$ cat src/rtl/icache_fill_ctrl.sv
// ---------------------------------------------------------------------------
// icache_fill_ctrl
//   Instruction-cache miss handler. While idle it forwards the fetch address
//   to the L1 for lookup. On a miss it latches the line base and fetches the
//   line word by word from backing memory, writing each word into the L1.
//   Words go in ascending offset order, so the last write (the highest
//   offset) is the one that validates the line.
//
// Ports
//   clk, reset_n          clock, asynchronous active-low reset
//   cpu_req, cpu_addr     fetch request and its word address
//   cache_hit             L1 hit flag for the address on cache_addr
//   stall                 holds the fetch stage during a miss or fill
//   cache_we, cache_addr,
//   cache_data            L1 lookup address and fill write port
//   mem_rd, mem_addr      backing-memory read request
//   mem_valid, mem_rdata  backing-memory read response
//   miss_count            line fills started, saturating at 16'hFFFF
// ---------------------------------------------------------------------------
module icache_fill_ctrl #(
    parameter int ADDR_SIZE      = 14,
    parameter int WORD_SIZE      = 32,
    parameter int WORDS_PER_LINE = 8
) (
    input  logic                 clk,
    input  logic                 reset_n,
    input  logic                 cpu_req,
    input  logic [ADDR_SIZE-1:0] cpu_addr,
    input  logic                 cache_hit,
    output logic                 stall,
    output logic                 cache_we,
    output logic [ADDR_SIZE-1:0] cache_addr,
    output logic [WORD_SIZE-1:0] cache_data,
    output logic                 mem_rd,
    output logic [ADDR_SIZE-1:0] mem_addr,
    input  logic                 mem_valid,
    input  logic [WORD_SIZE-1:0] mem_rdata,
    output logic [15:0]          miss_count
);

    localparam int OFF_BITS = $clog2(WORDS_PER_LINE);
    localparam logic [OFF_BITS-1:0]  LAST_OFF = OFF_BITS'(WORDS_PER_LINE - 1);
    localparam logic [ADDR_SIZE-1:0] OFF_MASK = ADDR_SIZE'(WORDS_PER_LINE - 1);

    typedef enum logic [1:0] {IDLE, FETCH, WRITE, DONE} state_e;

    state_e               state_q, state_d;
    logic [ADDR_SIZE-1:0] base_q,  base_d;
    logic [OFF_BITS-1:0]  cnt_q,   cnt_d;
    logic [WORD_SIZE-1:0] data_q,  data_d;
    logic [15:0]          miss_q,  miss_d;

    logic                 miss;
    logic [ADDR_SIZE-1:0] line_addr;

    assign miss      = cpu_req & ~cache_hit;
    // base has its offset bits cleared, so OR-ing in the counter is an add.
    assign line_addr = base_q | {{(ADDR_SIZE-OFF_BITS){1'b0}}, cnt_q};

    // State register
    always_ff @(posedge clk or negedge reset_n) begin
        if (!reset_n) begin
            state_q <= IDLE;
            base_q  <= '0;
            cnt_q   <= '0;
            data_q  <= '0;
            miss_q  <= '0;
        end else begin
            state_q <= state_d;
            base_q  <= base_d;
            cnt_q   <= cnt_d;
            data_q  <= data_d;
            miss_q  <= miss_d;
        end
    end

    // Next-state logic
    always_comb begin
        state_d = state_q;
        base_d  = base_q;
        cnt_d   = cnt_q;
        data_d  = data_q;
        miss_d  = miss_q;
        case (state_q)
            IDLE: begin
                if (miss) begin
                    base_d  = cpu_addr & ~OFF_MASK;
                    cnt_d   = '0;
                    miss_d  = (miss_q == '1) ? miss_q : miss_q + 16'd1;
                    state_d = FETCH;
                end
            end
            FETCH: begin
                if (mem_valid) begin
                    data_d  = mem_rdata;
                    state_d = WRITE;
                end
            end
            WRITE: begin
                if (cnt_q == LAST_OFF) begin
                    state_d = DONE;
                end else begin
                    cnt_d   = cnt_q + 1'b1;
                    state_d = FETCH;
                end
            end
            DONE:    state_d = IDLE;
            default: state_d = IDLE;
        endcase
    end

    // Output logic
    always_comb begin
        stall      = 1'b1;
        cache_we   = 1'b0;
        mem_rd     = 1'b0;
        cache_addr = line_addr;
        case (state_q)
            IDLE: begin
                stall      = miss;
                cache_addr = cpu_addr;
            end
            FETCH:   mem_rd     = 1'b1;
            WRITE:   cache_we   = 1'b1;
            DONE:    cache_addr = cpu_addr;
            default: ;
        endcase
    end

    assign mem_addr   = line_addr;
    assign cache_data = data_q;
    assign miss_count = miss_q;

endmodule

$ cat config.mk
export PLATFORM = sky130hd
export DESIGN_NAME = icache_fill_ctrl
export DESIGN_NICKNAME = d
export VERILOG_FILES = /design/src/rtl/icache_fill_ctrl.sv
export SDC_FILE = /design/constraint.sdc
export NUM_CORES = 1
export LEC_CHECK = 0
export CORE_ASPECT_RATIO = 1.75
export CORE_UTILIZATION = 43
export CTS_BUF_LIST = sky130_fd_sc_hd__clkbuf_4
export CTS_CLUSTER_DIAMETER = 60
export DETAILED_ROUTE_END_ITERATION = 10
export GPL_TIMING_DRIVEN = 1
export PLACE_DENSITY = 0.83
export SLEW_MARGIN = 5
export SYNTH_ARGS = -nofsm -noshare
export SYNTH_HDL_FRONTEND = slang
export SYNTH_SLANG_ARGS = --single-unit
$ cat constraint.sdc
create_clock -name clk -period 2.5 [get_ports clk]
set_input_delay 0.5 -clock clk [delete_from_list [all_inputs] [get_ports clk]]
set_output_delay 0.5 -clock clk [all_outputs]
set_load 0.01 [all_outputs]
== Word level (Yosys, flattened, before mapping) ==
Cells that the tools add are included.

* Add/subtract/negate cells: 2
* Eq/ne operators: 8
* Muxes and demuxes: 11
* Bitwise gates (word level): 4
* Reduce and logical (&&, ||, !) cells: 8

{| class="wikitable"
|+ Operators with widths
! operator !! count
|-
| adder 16 x 1 -> 16 bit, second input constant || 1
|-
| equality test 16 bit, second input constant || 1
|-
| 2-to-1 mux 14 bit || 1
|-
| OR 14 x 3 -> 14 bit || 1
|-
| one-hot mux 2 bit (4 select lines) || 1
|-
| 2-to-1 mux 2 bit || 3
|-
| 2-to-1 mux 3 bit || 2
|-
| inequality test 2 bit, second input constant || 3
|-
| one-hot mux 3 bit (2 select lines) || 1
|-
| AND reduction 2 bit || 3
|-
| AND reduction 3 bit || 2
|-
| equality test 2 bit, second input constant || 2
|-
| adder 3 x 1 -> 3 bit, second input constant || 1
|-
| equality test 3 bit, second input constant || 1
|-
| 2-to-1 mux 1 bit || 3
|-
| equality test 2 x 1 -> 1 bit, second input constant || 1
|-
| logical NOT 2 bit || 1
|-
| NOT 1 bit || 2
|-
| nonzero test 2 bit || 1
|-
| OR reduction 2 bit || 1
|-
| bitwise AND 1 bit || 1
|}

* Bits in registers: 64
* Input bits: 51
* Output and inout port bits: 79
* Logic and storage cells: 38

== Depth between registers and ports, before layout ==
Gate-level depths: netlist of run 1.

* Word-level depth: 4
* Mapped depth: 7
* Gate-level depth less buffers: 6

== Worst setup path before layout of run 1 ==
No wires, ideal clock.

* Kind: flip-flop to output port
* Start point: register state_q[0]
* End point: output cache_addr[10]
* Data arrival time: 1.527 ns
* Required time: 2.000 ns
* Slack: 0.473 ns
* Cell stages (with the launch flop): 5
* Buffers on the path: 1
* Path through: dfrtp_1 -> inv_1 -> ha_1 -> clkbuf_1 -> mux2_2

* Word-level cells in the longest chain between the ends: 3
* Elaborated cells between the ends (all ways): 4
* Those cells by class: eq/ne (1); mux (1); reduce/logical (2)

{| class="wikitable"
|+ Ends and longest elaborated chain
! item !! line !! text
|-
| from (decl) || 47 || <nowiki>state_e state_q, state_d;</nowiki>
|-
| from (signal assigned) || 69 || <nowiki>state_q <= state_d;</nowiki>
|-
| equality test 2 bit or logical NOT 2 bit (tied branches) || 118 || <nowiki>case (state_q)</nowiki>
|-
| OR reduction 2 bit (no line) (*) || n/a ||
|-
| 2-to-1 mux 14 bit (*) || 118 ||
|-
| to (decl) || 32 || <nowiki>output logic [ADDR_SIZE-1:0] cache_addr,</nowiki>
|}

Every way passes the cells marked *; elsewhere a longest branch is shown, timed or not.

== Worst setup path after layout of run 1 ==
* Start point: register state_q[1]
* End point: output cache_addr[2]

Same word-level chain as after synthesis.

==> flow_summary_export.csv, run 1 <==
group,metric,value,unit
outcome,status,"complete, no violations",
clocking,cts_tree,"yes",
grt,overflow,0,
hold_path,hp-class,"input pin to asynchronous set/reset pin",
place,io_buffers,129,
synth,avgSynthCellArea,12.4,µm²
floorplanning,row_count,38,
route,drc,0,
route,wl_per_cell,13.9,µm
place,gp_congestion,0.790,
floorplanning,num_io_pins,130,
route,viasPerCell,4.93,
clocking,clk_path_buf_depth,2,
worst_setup_path,rrSetupSlack,600,ps
timing,slew_headroom,59.9,%
flow_run,maxCapViolCount,0,
timing,slew_viol_final,0,
place,post-dp-hpwl,4790,µm
pwr,vdd_drop_max,0.642,mV
clocking,cts_hold_buf,0,
timing,timing.final.crit_period,2430,ps
floorplanning,fp.coreArea,6280,µm²
finish,nNetsFinal,427,
worst_setup_path,cp.required,2000,ps
floorplanning,die_w,63.5,µm
worst_setup_path,critPathMaxStageDelay,360,ps
timing,clock.fmax,411,MHz
route,drtAntennaViolNets,0,
worst_setup_path,reg2reg_depth,5,
timing,clock_skew,10.3,ps
timing,holdWs,89.1,ps
worst_setup_path,cp_max_fo,14,
worst_setup_path,r2r_end,"miss_count[1]$_DFFE_PN0P_",
worst_setup_path,crit_family,"buffers and inverters",
worst_setup_path,path_class,"flop to primary output",
timing,rsz0062_at_grt,"no",
clocking,cts_buffers,9,
synth,ys_ff_latch,64,
synth,synth_cell_type_count,32,
route,vias,2235,
synth,syn_area,2850,µm²
finish,fillers,486,
finish,diodes,0,
route,first_iter_violations,65,
timing,worstMarginPinSlew,602,ps
clocking,clock_sinks,64,
floorplanning,die_area,6960,µm²
timing,min_period_over_period,97.4,%
clocking,clkTransAtPathRegs,90,ps
pwr,power_density,1150,nW/µm²
place,post_dp_cell_area,4260,µm²
timing,tns,0,ps
synth,yosys.area.top_type_share,56.3,%
synth,synth_fp_nets,287,
synth,yosysWarnings,0,
finish,final_common_cell,"clkdlybuf4s50_1",
route,detail_route.wirelength,6300,µm
grt,grt_pass1_vias,2300,
worst_setup_path,path_buf_inv,3,
pwr,p_leak,1.92,nW
worst_setup_path,endpoint_kind,"primary output",
synth,yosysSeqAreaShare,56.3,%
grt,grt_usage,19.6,%
timing,final-hold-violation-count,0,
grt,grt_first_pass_wirelength,10400,µm
worst_setup_path,crit_chain,"inv_1 -> ha_1 -> buf_12 -> mux2_2 -> dlygate4sd2_1",
grt,grt_max_degree,39,
route,first_pass_iters,4,
synth,synth_largest_area_cell,"dfrtp_1",
synth,netlist_instances,230,
grt,grt_antenna_before_repair,0,
finish,mostFrequentLayoutCells,"clkdlybuf4s50_1, dfrtp_1, mux2_2",
floorplanning,initial_utilization,45.3,%
timing,setup_viol,0,
worst_setup_path,r2r_start,"miss_count[0]$_DFFE_PN0P_",
floorplanning,die_height,110,µm
worst_setup_path,worst_setup_path_start_kind,"flop",
worst_setup_path,worstPathArrival,1930,ps
worst_setup_path,crit_slowest_cell,"dfrtp_1",
synth,yosys-top-cells-area,"dfrtp_1, mux2_2, nand2_1",
finish,drive_above_1_share,20.4,%
finish,final_cell_area,4390,µm²
finish,area_delta_synth_final,54.1,%
clocking,cts_root_buf,"clkbuf_4",
clocking,clock_latency,410,ps
clocking,htreeDepth,3,
## repair_timing
| item | CTS | global route |
|---|---|---|
| setup endpoints to repair | 14 | 0 |
| endpoints found under the hold margin | 0 | 0 |
| setup buffers | 2 | 0 |
| gates resized for setup | 14 | 0 |
## state kept, by name, summed over array words and instances, names as in the netlist
register and count:
base_q 11, cnt_q 3, miss_count 16, state_q 2, cache_data 32
## report_power, final
group          leakage [nW]  switching, mW  internal (mW)
combinational          1.05           1.02           1.63
sequential            0.798          0.264           1.45
clock                0.0739          0.336          0.341
total                  1.92           1.62           3.42
## logic make-up (layout without fill, tap and decap cells)
group	count (synthesis)	count (layout)	synth area share (%)
xor+xnor	13	13	4.00
simple gates	76	76	12.8
flops	64	64	56.3
mux	53	53	21.0
compound gates	6	6	1.41
buf+inv	12	155	1.85
fa+ha+maj	6	6	2.64
## synth_stat cells
| cell | count |
|---|---|
| dfrtp_1 | 64 |
| mux2_2 | 49 |
| nand2_1 | 43 |
| xnor2_1 | 13 |
| nand3_1 | 8 |
| ha_1 | 6 |
| nand4_1 | 6 |
| inv_1 | 5 |
| nor2_1 | 4 |
| buf_1 | 3 |
| clkbuf_1 | 3 |
| mux2i_1 | 3 |
| a21oi_1 | 2 |
| nor2b_1 | 2 |
| nor4_1 | 2 |
| a31oi_1 | 1 |
| and2_1 | 1 |
| and3_1 | 1 |
| and3_2 | 1 |
| and4_1 | 1 |
| buf_6 | 1 |
| mux2_4 | 1 |
| nand2_2 | 1 |
| nand2b_1 | 1 |
| nand3b_1 | 1 |
| nand4_2 | 1 |
| nand4b_1 | 1 |
| nor3_1 | 1 |
| o2111ai_1 | 1 |
| o21ai_0 | 1 |
| o32a_1 | 1 |
| or4_4 | 1 |
## metrics by stage
stage	cells	total power [mW]	util, %	setup WS (ps)
2_1_floorplan	230	2.98	-	473
3_3_place_gp	437	4.43	67.9	297
3_5_place_dp	437	4.50	67.9	234
4_1_cts	453	5.09	69.9	40.9
5_1_grt	453	5.34	69.9	1.79
6_report	453	5.03	69.9	65.4
## metal layers
layer	vias up	part of all wire [%]	track usage [%]	routed length, µm
li1	1074	-	-	-
met1	1067	39	21.1	2440
met2	84	53	35.0	3360
met3	10	5.7	4.77	360
met4	0	2.3	10.4	142
met5	-	0	0	0
## how the worst max path moves through the flow
stage	startpoint	end	slack, ps	cells past startpoint
after global routing	state_q[0]$_DFFE_PN0P_	cache_addr[1]	2	5
final	state_q[1]$_DFFE_PN0P_	cache_addr[2]	70	5
after floorplan	state_q[0]$_DFFE_PN0P_	cache_addr[10]	470	4
after CTS	state_q[1]$_DFFE_PN0P_	cache_addr[6]	40	5
after detailed placement	state_q[0]$_DFFE_PN0P_	cache_addr[6]	230	5
after global placement	cache_hit	stall	300	4
## layout make-up
cell class | count | area (µm²) | area share, %
clock buffer | 13 | 97.6 | 2.23
clock inverter | 1 | 30.0 | 0.685
inverter | 5 | 18.8 | 0.428
multi-input combinational | 154 | 1190 | 27.2
sequential | 64 | 1600 | 36.5
tap | 80 | 100 | 2.28
timing repair buffer | 136 | 1350 | 30.7
## worst reg2reg max path: cells and delay by family, from the launching register on
family / cells / cell delay [ps]
fa+ha+maj: 1 / 220
simple gates: 3 / 840
flops: 1 / 440
mux: 1 / 300
No activity file was read; power rests on OpenSTA's default activity.
==> inputs of run 2 (changes only) <==
--- a/config.mk
+++ b/config.mk
@@ -6,12 +6,13 @@
 export NUM_CORES = 1
 export LEC_CHECK = 0
 export CORE_ASPECT_RATIO = 1.75
-export CORE_UTILIZATION = 43
+export CORE_UTILIZATION = 54
 export CTS_BUF_LIST = sky130_fd_sc_hd__clkbuf_4
 export CTS_CLUSTER_DIAMETER = 60
 export DETAILED_ROUTE_END_ITERATION = 10
+export DONT_BUFFER_PORTS = 1
 export GPL_TIMING_DRIVEN = 1
-export PLACE_DENSITY = 0.83
+export PLACE_DENSITY = 0.69
 export SLEW_MARGIN = 5
 export SYNTH_ARGS = -nofsm -noshare
 export SYNTH_HDL_FRONTEND = slang
==> run 2 against run 1 <==
The flow now finishes with violations (DRC). Setup slack improved by 120 ps. Hold slack improved by 120 ps. First-iteration DRC count increased by 1.5%. Die area decreased by 20%. Sequential share of layout area increased by 15 points. Combinational power decreased by 53%. Via count decreased by 20%. Non-clock buffer count decreased by 131. Sequential power increased by 15%. Final area decreased by 29%. Critical path depth decreased by 2. Clock power increased by 31%. Critical path type unchanged. Largest power group is now registers. Highest routed layer unchanged.
==> flow_summary_export.csv, run 2 (synthesis gave the netlist of run 1 again) <==
group,metric,value,unit
outcome,status,"complete, but fails checks",
outcome,violations,"DRC",
timing,tns,0,ps
route,drc,22,
finish,fillers,419,
worst_setup_path,critPathMaxStageDelay,520,ps
grt,grt_pass1_vias,1776,
timing,worstMarginPinSlew,449,ps
worst_setup_path,worst_setup_path_start_kind,"flop",
floorplanning,initial_utilization,56.7,%
grt,grt_antenna_before_repair,0,
worst_setup_path,cp.required,2000,ps
floorplanning,die_area,5570,µm²
route,drtAntennaViolNets,0,
flow_run,maxCapViolCount,0,
floorplanning,num_io_pins,130,
timing,slew_viol_final,0,
pwr,vdd_drop_max,0.684,mV
finish,mostFrequentLayoutCells,"dfrtp_1, mux2_2, nand2_1",
finish,utilization,62.3,%
floorplanning,fp.coreArea,5020,µm²
finish,largest_register_ffs,32,
clocking,cts_tree,"yes",
worst_setup_path,rrSetupSlack,550,ps
hold_path,hp-class,"input pin to flop",
timing,min_period_over_period,92.6,%
finish,area_delta_synth_final,9.98,%
timing,setup_viol,0,
finish,final_common_cell,"dfrtp_1",
floorplanning,die_w,56.9,µm
clocking,clkTransAtPathRegs,110,ps
timing,rsz0062_at_grt,"no",
timing,clock.fmax,432,MHz
grt,overflow,0,
timing,clock_skew,6.71,ps
worst_setup_path,worstPathArrival,1820,ps
route,detail_route.wirelength,5010,µm
worst_setup_path,cp_max_fo,14,
worst_setup_path,path_buf_inv,1,
place,io_buffers,0,
route,wl_per_cell,16.8,µm
timing,slew_headroom,69.8,%
place,post-dp-hpwl,3560,µm
grt,grt_usage,18.8,%
grt,grt_first_pass_wirelength,7940,µm
worst_setup_path,crit_family,"adder cells",
clocking,clock_sinks,64,
worst_setup_path,path_class,"flop to primary output",
worst_setup_path,crit_chain,"inv_1 -> ha_2 -> mux2_2",
worst_setup_path,crit_slowest_cell,"ha_2",
timing,holdWs,207,ps
pwr,power_density,1310,nW/µm²
floorplanning,die_height,98.0,µm
worst_setup_path,endpoint_kind,"primary output",
finish,diodes,0,
finish,instances_no_fill,298,
floorplanning,row_count,34,
clocking,cts_buffers,9,
place,gp_congestion,0.717,
place,placedCellCount,280,
route,vias,1781,
clocking,cts_root_buf,"clkbuf_4",
timing,timing.final.crit_period,2320,ps
clocking,clk_path_buf_depth,2,
timing,final-hold-violation-count,0,
pwr,p_leak,1.41,nW
route,first_pass_iters,8,
clocking,htreeDepth,3,
grt,grt_max_degree,65,
route,first_iter_violations,66,
finish,nNetsFinal,296,
route,viasPerCell,5.98,
clocking,clock_latency,390,ps
finish,drive_above_1_share,30.7,%
clocking,post-cts-setup-buffers,0,
[run 2: per-layer routing]
metal / part of all wire (%) / track usage [%] / up-vias
met3: 9.6 / 7.55 / 4
met2: 52 / 30.9 / 89
met5: 0 / 0 / -
met1: 37 / 20.4 / 876
li1: - / - / 812
met4: 1.1 / 10.3 / 0
[run 2: what timing repair did]
item,in CTS,in global routing
setup endpoints to repair,0,14
hold buffers,2,0
hold endpoints to repair,64,0
gates resized for setup,0,1
[run 2: final timing paths]
| kind | startpoint | endpoint | cells past startpoint |
|---|---|---|---|
| min in group asynchronous | reset_n | miss_count[4]$_DFFE_PN0P_ | 2 |
| min | cpu_addr[3] | base_q[3]$_DFFE_PN0P_ | 2 |
| max reg2reg | miss_count[0]$_DFFE_PN0P_ | miss_count[1]$_DFFE_PN0P_ | 5 |
| max | state_q[0]$_DFFE_PN0P_ | cache_addr[0] | 3 |
| max in group asynchronous | reset_n | cnt_q[1]$_DFFE_PN0P_ | 2 |
| min reg2reg | state_q[1]$_DFFE_PN0P_ | state_q[1]$_DFFE_PN0P_ | 1 |
[run 2: final cells by class]
cell class	instances	area (µm²)	share of cell area (%)
Clock buffer	9	67.6	2.16
Clock inverter	7	120	3.84
Inverter	5	18.8	0.600
Multi-Input combinational cell	154	1190	38.1
Sequential cell	64	1600	51.2
Tap cell	54	67.6	2.16
Timing Repair Buffer	5	60.1	1.92
[run 2: worst reg2reg max path: cells and delay by family (launching register included)]
kind          cells  cell delay, ps
fa+ha+maj         1             240
simple gates      3             830
mux               1             290
flops             1             490
[run 2: through the flow]
| step | area (µm²) | total power, mW | setup WS, ps |
|---|---|---|---|
| 2_1_floorplan | 2850 | 2.98 | 473 |
| 3_3_place_gp | 2900 | 3.16 | 520 |
| 3_5_place_dp | 2900 | 3.21 | 452 |
| 4_1_cts | 3130 | 4.13 | 5.74 |
| 5_1_grt | 3130 | 4.35 | 61.8 |
| 6_report | 3130 | 4.09 | 185 |
[run 2: report_power, final]
part           internal, mW  switching [mW]
Combinational         0.664           0.579
Clock                 0.508           0.378
Sequential             1.45           0.513
